--- src/rtl/ov7670_mem_writer.sv ---
// ov7670_mem_writer
//   Captures RGB565 frames from an OV7670-style camera byte stream and turns
//   them into single-cycle frame-buffer writes. Each pixel arrives as two
//   bytes (high byte first) while HREF is high; VSYNC high marks vertical
//   blanking. Frames are only captured when capture_en is high at frame start.
//
// Ports
//   pclk        camera pixel clock, sole clock, rising edge
//   reset_n     synchronous active-low reset
//   capture_en  capture enable, sampled at frame start only
//   vsync       camera VSYNC (1 = vertical blanking)
//   href        camera HREF  (1 = active line byte on data)
//   data        camera byte bus
//   we          frame-buffer write strobe, one pclk per pixel
//   wAddr       frame-buffer write address, y*H_PIX+x
//   wData       RGB565 pixel {first byte, second byte}
//   frame_done  1-cycle pulse at end of a captured frame
//   frame_err   sticky error for the current frame, cleared at frame start
module ov7670_mem_writer #(
    parameter int  H_PIX = 320,
    parameter int  V_PIX = 240,
    localparam int AW    = $clog2(H_PIX * V_PIX)
) (
    input  logic          pclk,
    input  logic          reset_n,
    input  logic          capture_en,
    input  logic          vsync,
    input  logic          href,
    input  logic [7:0]    data,
    output logic          we,
    output logic [AW-1:0] wAddr,
    output logic [15:0]   wData,
    output logic          frame_done,
    output logic          frame_err
);

    localparam int NPIX = H_PIX * V_PIX;
    localparam int XW   = $clog2(H_PIX + 1);
    localparam int YW   = $clog2(V_PIX + 1);
    localparam int CW   = $clog2(NPIX + 1);

    localparam logic [XW-1:0] X_END  = XW'(H_PIX);
    localparam logic [YW-1:0] Y_END  = YW'(V_PIX);
    localparam logic [YW-1:0] Y_LAST = YW'(V_PIX - 1);
    localparam logic [AW-1:0] A_LAST = AW'(NPIX - 1);
    localparam logic [AW-1:0] A_STEP = AW'(H_PIX);
    localparam logic [CW-1:0] C_FULL = CW'(NPIX);

    typedef enum logic [1:0] {
        SYNC,
        WAIT_START,
        CAPTURE
    } state_t;

    state_t        state_q;
    logic [XW-1:0] x_q;
    logic [YW-1:0] y_q;
    logic          phase_q;       // 0: expecting high byte, 1: expecting low byte
    logic [7:0]    hi_q;
    logic          href_q;        // previous href, for line-end detection
    logic [AW-1:0] addr_q;        // address of the next committed write
    logic [AW-1:0] line_base_q;   // y*H_PIX kept as a running sum
    logic [CW-1:0] wr_cnt_q;      // pixels written this frame
    logic          we_q;
    logic [AW-1:0] wAddr_q;
    logic [15:0]   wData_q;
    logic          frame_done_q;
    logic          frame_err_q;

    logic [AW-1:0] line_base_d;
    logic          pix_in_range;
    logic          line_end;

    // Next line start. Only taken while another in-range line follows, so the
    // address never points past the last pixel.
    assign line_base_d  = line_base_q + A_STEP;
    assign pix_in_range = (x_q < X_END) && (y_q < Y_END);
    assign line_end     = href_q && !href;

    always_ff @(posedge pclk) begin
        if (!reset_n) begin
            state_q      <= SYNC;
            x_q          <= '0;
            y_q          <= '0;
            phase_q      <= 1'b0;
            hi_q         <= '0;
            href_q       <= 1'b0;
            addr_q       <= '0;
            line_base_q  <= '0;
            wr_cnt_q     <= '0;
            we_q         <= 1'b0;
            wAddr_q      <= '0;
            wData_q      <= '0;
            frame_done_q <= 1'b0;
            frame_err_q  <= 1'b0;
        end else begin
            we_q         <= 1'b0;
            frame_done_q <= 1'b0;
            case (state_q)
                // Stream content is meaningless until blanking has been seen.
                SYNC: begin
                    if (vsync) state_q <= WAIT_START;
                end

                WAIT_START: begin
                    if (!vsync) begin
                        x_q         <= '0;
                        y_q         <= '0;
                        phase_q     <= 1'b0;
                        href_q      <= 1'b0;
                        addr_q      <= '0;
                        line_base_q <= '0;
                        wr_cnt_q    <= '0;
                        frame_err_q <= 1'b0;
                        state_q     <= capture_en ? CAPTURE : SYNC;
                    end
                end

                CAPTURE: begin
                    href_q <= href;
                    if (vsync) begin
                        // Frame end wins over any byte presented this cycle.
                        frame_done_q <= 1'b1;
                        if (wr_cnt_q != C_FULL) frame_err_q <= 1'b1;
                        state_q <= WAIT_START;
                    end else if (href) begin
                        phase_q <= ~phase_q;
                        if (!phase_q) begin
                            hi_q <= data;
                        end else if (pix_in_range) begin
                            we_q     <= 1'b1;
                            wData_q  <= {hi_q, data};
                            wAddr_q  <= addr_q;
                            if (addr_q != A_LAST) addr_q <= addr_q + AW'(1);
                            x_q      <= x_q + XW'(1);
                            wr_cnt_q <= wr_cnt_q + CW'(1);
                        end else begin
                            // Overrun: pixel dropped, x stays saturated.
                            frame_err_q <= 1'b1;
                        end
                    end else if (line_end) begin
                        // Odd byte count or wrong pixel count flags the frame;
                        // a pending high byte is simply abandoned.
                        if (phase_q || (x_q != X_END)) frame_err_q <= 1'b1;
                        x_q     <= '0;
                        phase_q <= 1'b0;
                        if (y_q != Y_END) y_q <= y_q + YW'(1);
                        // Realign to the next line start so a short line does
                        // not shift every following line.
                        if (y_q < Y_LAST) begin
                            line_base_q <= line_base_d;
                            addr_q      <= line_base_d;
                        end
                    end
                end

                default: state_q <= SYNC;
            endcase
        end
    end

    assign we         = we_q;
    assign wAddr      = wAddr_q;
    assign wData      = wData_q;
    assign frame_done = frame_done_q;
    assign frame_err  = frame_err_q;

endmodule
--- config.mk ---
export PLATFORM = sky130hd
export DESIGN_NAME = ov7670_mem_writer
export DESIGN_NICKNAME = d
export VERILOG_FILES = /design/src/rtl/ov7670_mem_writer.sv
export SDC_FILE = /design/constraint.sdc
export NUM_CORES = 1
export LEC_CHECK = 0
export ABC_AREA = 1
export BUFFER_PORTS_ARGS = -buffer_cell sky130_fd_sc_hd__buf_2
export CAP_MARGIN = 20
export CORE_UTILIZATION = 45
export CTS_CLUSTER_SIZE = 8
export DETAILED_ROUTE_END_ITERATION = 6
export HOLD_SLACK_MARGIN = 0.06
export PLACE_DENSITY = 0.64
export SLEW_MARGIN = 20
export SYNTH_ARGS = -nofsm -noshare
export SYNTH_HDL_FRONTEND = slang
export SYNTH_SLANG_ARGS = --single-unit
--- constraint.sdc ---
create_clock -name pclk -period 3.8 [get_ports pclk]
set_input_delay 0.76 -clock pclk [delete_from_list [all_inputs] [get_ports pclk]]
set_output_delay 0.76 -clock pclk [all_outputs]
set_load 0.02 [all_outputs]
# After elaboration in Yosys (flattened, before gate mapping)
# Index checks and enable logic that the tools add are counted.
# classes
addsub	5
magnitude_cmp	3
n_eq_ne	26
mux	50
bitwise_logic	5
reduce_logical	20
# op_table
operator	n
$mux 17	14
$pmux 17 s2	3
$mux 9	6
$mux 8	5
$add 17x1->17 const B	2
$ne 17x17->1 const B	2
$reduce_and 6->1	4
$ne 2x2->1 const B	9
$ne 3x3->1 const B	6
$pmux 9 s2	1
$add 17x9->17 const B	1
$lt 8x8->1 const B	2
$ne 4x4->1 const B	4
$pmux 8 s2	1
$mux 1	13
$add 9x1->9 const B	1
$lt 9x9->1 const B	1
$ne 9x9->1 const B	1
$add 8x1->8 const B	1
$ne 8x8->1 const B	1
$reduce_and 4->1	2
$reduce_and 8->1	1
$reduce_and 7->1	1
$mux 2	3
15 further kinds	24
# totals
ff_bits	116
out_inout_bits	36
elab_cells	123

# Longest topological paths before layout
# logic_depth
depth_word	7
depth_mapped	14
depth_no_buf	13

# Worst setup path before layout
# No wires, ideal clock.
# synth_timing
kind	register to register
from	register state_q[0]
to	register addr_q[16]
arrival_time_ns	1.722
t_required_ns	3.683
slack_ns	1.961
path_stages_with_launch	15
synth_period_minus_slack_ns	1.839
cell_sequence	dfxtp_1 > inv_1 > ha_1 > buf_4 > nand2_4 > inv_2 > nand2_2 > nand2_1 > nor2_4 > nand2_4 > nor2_8 > inv_2 > buf_6 > nor2_1 > nor2_1
# synth_via
elab_chain_len	3
# synth_rtl
element	line	source
start: declaration	55	state_t state_q;
start signal: assignment	115	state_q <= capture_en ? CAPTURE : SYNC;
$eq 2x2->1 / $eq 2x1->1 (equally long branches)	99	case (state_q)
$ne 3x3->1 (no line), or another cell as far along	-	
$reduce_and 8->1 (no line)	-	
end signal: assignment	134	if (addr_q != A_LAST) addr_q <= addr_q + AW'(1);
end signal: assignment	152	addr_q <= line_base_d;
end: declaration	61	logic [AW-1:0] addr_q;
# Parallel ways exist; a longest one is shown, timed or not.
# A chain may end at the register's enable or synchronous reset.

# Worst setup path in the final report
# layout_timing
from	register state_q[0]
to	register frame_err_q (netlist: frame_err)
# layout_via
elab_chain_len	3
# layout_rtl
element	line	source
$eq 2x2->1 / $eq 2x1->1 (equally long branches)	99	
$ne 4x4->1 (no line), or another cell as far along	-	
$reduce_and 7->1 (no line)	-	
end signal: assignment	95	frame_err_q <= 1'b0;
end signal: assignment	114	frame_err_q <= 1'b0;
end signal: assignment	124	if (wr_cnt_q != C_FULL) frame_err_q <= 1'b1;
end: declaration	68	logic frame_err_q;
# Parallel ways exist; a longest one is shown, timed or not.

==> results.yml <==
sta:
  rsz0062_at_grt: "no"
  tns_ps: 0
  hold_viol: 0
  relSlewSlack: 0.475
  post-route-period-util: 0.743
  slew_violations: 0
  fin_crit_ps: 2820
  tightest_slew_ps: 787
  max_freq_ghz: 0.354
  setup_viol: 0
  skew_ps: 5.25
placed_design:
  portBuffers: 48
  finalWeightedCongestion: 0.873
  placedInstanceArea_mm2: 0.00588
  dp_hpwl_um: 9300
clock_network:
  clockBufferDepth: 2
  clk_pin_slew_ps: 70
  cts_tree: "yes"
  clock_latency_ps: 350
  clockRootBuffer: "clkbuf_16"
  cts_setup_buffers: 0
  cts.repair.resized: 0
  cts.sinks: 110
  cts_buffers: 9
  htree_levels: 3
  holdBufCountCts: 0
global_routing:
  grt_first_pass_wirelength_um: 21700
  grt.total_usage: 0.210
  antenna_found_initial: 0
  grt_pass1_vias: 4632
  grt_overflow: 0
  grt_max_degree: 68
critical_path:
  crit_fanout: 17
  rr_endpoint: "frame_err"
  critPathArrivalTime_ps: 3060
  reg2reg_from: "state_q[0]"
  end_kind: "register"
  reg2reg_depth: 11
  r2r_slack_ps: 980
  path_class: "register to register"
  cp_data_required_time_ps: 4030
  critPathLaunchType: "register"
synthesis:
  synth-seq-cells: 110
  ys_seq_area_frac: 0.396
  ys.flop_type: "dfxtp_1"
  netlist_instances: 819
  syn_area_mm2: 0.00557
  synthArstFlopShare: 0
  yosysWarnings: 0
  synth_area_per_cell_um2: 6.80
  synth_nets: 844
  synth_cell_types: 42
  synth_edf_count: 0
layout:
  fin_util: 0.518
  nNetsFinal: 879
  final_cell_mix: "nand2_1 (165), inv_1 (110), dfxtp_1 (110)"
  drive_above_1_share: 0.111
  syn2layout_area_growth_pct: 11.7
  diodes: 0
  final_common_cell: "nand2_1"
  fin_area_mm2: 0.00622
floorplanning:
  ios: 49
  dieWidth_um: 113
  start_util: 0.463
  core-area_mm2: 0.0120
  rows: 40
  dieArea_mm2: 0.0128
  dieHeight_um: 113
routing:
  drt_wl_total_um: 13000
  remaining_drc_errors: 0
  ant_nets: 0
  drt-initial-drc-count: 450
  vias: 5229
  post_drt_wl_per_cell_um: 13.0
  drt-pass1-iter-count: 4
  vias_per_cell: 5.20
power:
  p_leak_nw: 2.45
  power_density_mw_per_mm2: 422
  ir_worst_vdd_mv: 0.221
hold_path:
  min_to: "wData[7]"
  min_path_type: "register to register"
  min_path_cells: 2
  min_from: "wData[7]"
run:
  maxCapViolations: 0
status:
  status: "finished clean"
cell families (layout without fill, tap and decap cells):
group / Yosys count / after routing / share of synthesized area
AND/OR/NAND/NOR: 371 / 371 / 0.297
AO/OA/AOI/OAI: 171 / 171 / 0.163
buffers and inverters: 147 / 187 / 0.105
flip-flops: 110 / 110 / 0.396
adder cells (fa/ha/maj): 12 / 12 / 0.0270
XOR/XNOR: 8 / 8 / 0.0126
critical path: stages (launching register included):
cell	delay [ps]
dfxtp_1	350
inv_1	90
ha_1	670
nand2_4	160
inv_2	280
nand2_2	120
nor2_2	400
inv_2	190
nand2_1	170
nor2_1	70
a21oi_1	150
nor2_1	50
Yosys cell counts (2+ instances only):
master / number / share of area
nand2_1: 165 / 0.11
dfxtp_1: 110 / 0.40
inv_1: 110 / 0.074
nor2_1: 87 / 0.059
a21oi_1: 85 / 0.076
o21ai_0: 69 / 0.062
nand3_1: 54 / 0.049
nor3_1: 26 / 0.023
clkbuf_1: 16 / 0.011
nand4_1: 13 / 0.015
ha_1: 12 / 0.027
inv_2: 8 / 0.0054
xor2_1: 7 / 0.011
a211oi_1: 6 / 0.0081
nand2_2: 5 / 0.0056
buf_2: 4 / 0.0036
buf_4: 3 / 0.0040
nor2_2: 3 / 0.0034
nor4_1: 3 / 0.0034
a22oi_1: 2 / 0.0027
buf_1: 2 / 0.0013
buf_6: 2 / 0.0040
clkinv_1: 2 / 0.0013
nand2_4: 2 / 0.0040
nand4_2: 2 / 0.0045
nor2_4: 2 / 0.0040
nor3b_1: 2 / 0.0027
o211ai_1: 2 / 0.0027
o21ai_2: 2 / 0.0031
state kept, by name, summed over array words and instances, names as in the netlist:
register and flops:
addr_q 17, frame_done 1, frame_err 1, hi_q 8, href_q 1, line_base_q 11, phase_q 1, state_q 2
wAddr 17, wData 16, we 1, wr_cnt_q 17, x_q 9, y_q 8
area by class of cell:
cell class	instances	area [um2]
fill	1205	5790
tap	147	184
sequential	110	2200
clock buffer	10	229
timing repair buffer	51	263
inverter	120	450
clock inverter	6	109
multi-input combinational	562	2780
how the worst max path moves through the flow:
stage | startpoint | end
global placement | href | frame_err
CTS | state_q[0] | frame_err
global route | state_q[0] | frame_err
finish | state_q[0] | frame_err
detailed placement | state_q[0] | frame_err
floorplan | state_q[0] | addr_q[16]
through the flow:
stage	power (mW)	setup slack, ps	std cells	hold WS (ps)
after global routing	2.75	777	1006	461
after detailed placement	1.58	1000	990	433
after CTS	2.65	983	1006	444
final	2.63	976	1006	441
after global placement	1.57	1040	990	428
after floorplan	1.50	1960	819	439
metal layers:
| metal | wire, um | part of all wire | global-route usage | vias to the layer above |
|---|---|---|---|---|
| met1 | 6490 | 0.50 | 0.291 | 2360 |
| met5 | 0 | 0 | 0 | - |
| met3 | 610 | 0.047 | 0.0316 | 17 |
| li1 | - | - | - | 2719 |
| met2 | 5750 | 0.44 | 0.330 | 133 |
| met4 | 198 | 0.015 | 0.0807 | 0 |
report_power, final:
part           switching (mW)  internal, mW
Combinational           0.236        0.0936
Sequential             0.0363          1.19
Clock                   0.427         0.645
Total                   0.699          1.93
(Power assumes the default switching activity.)
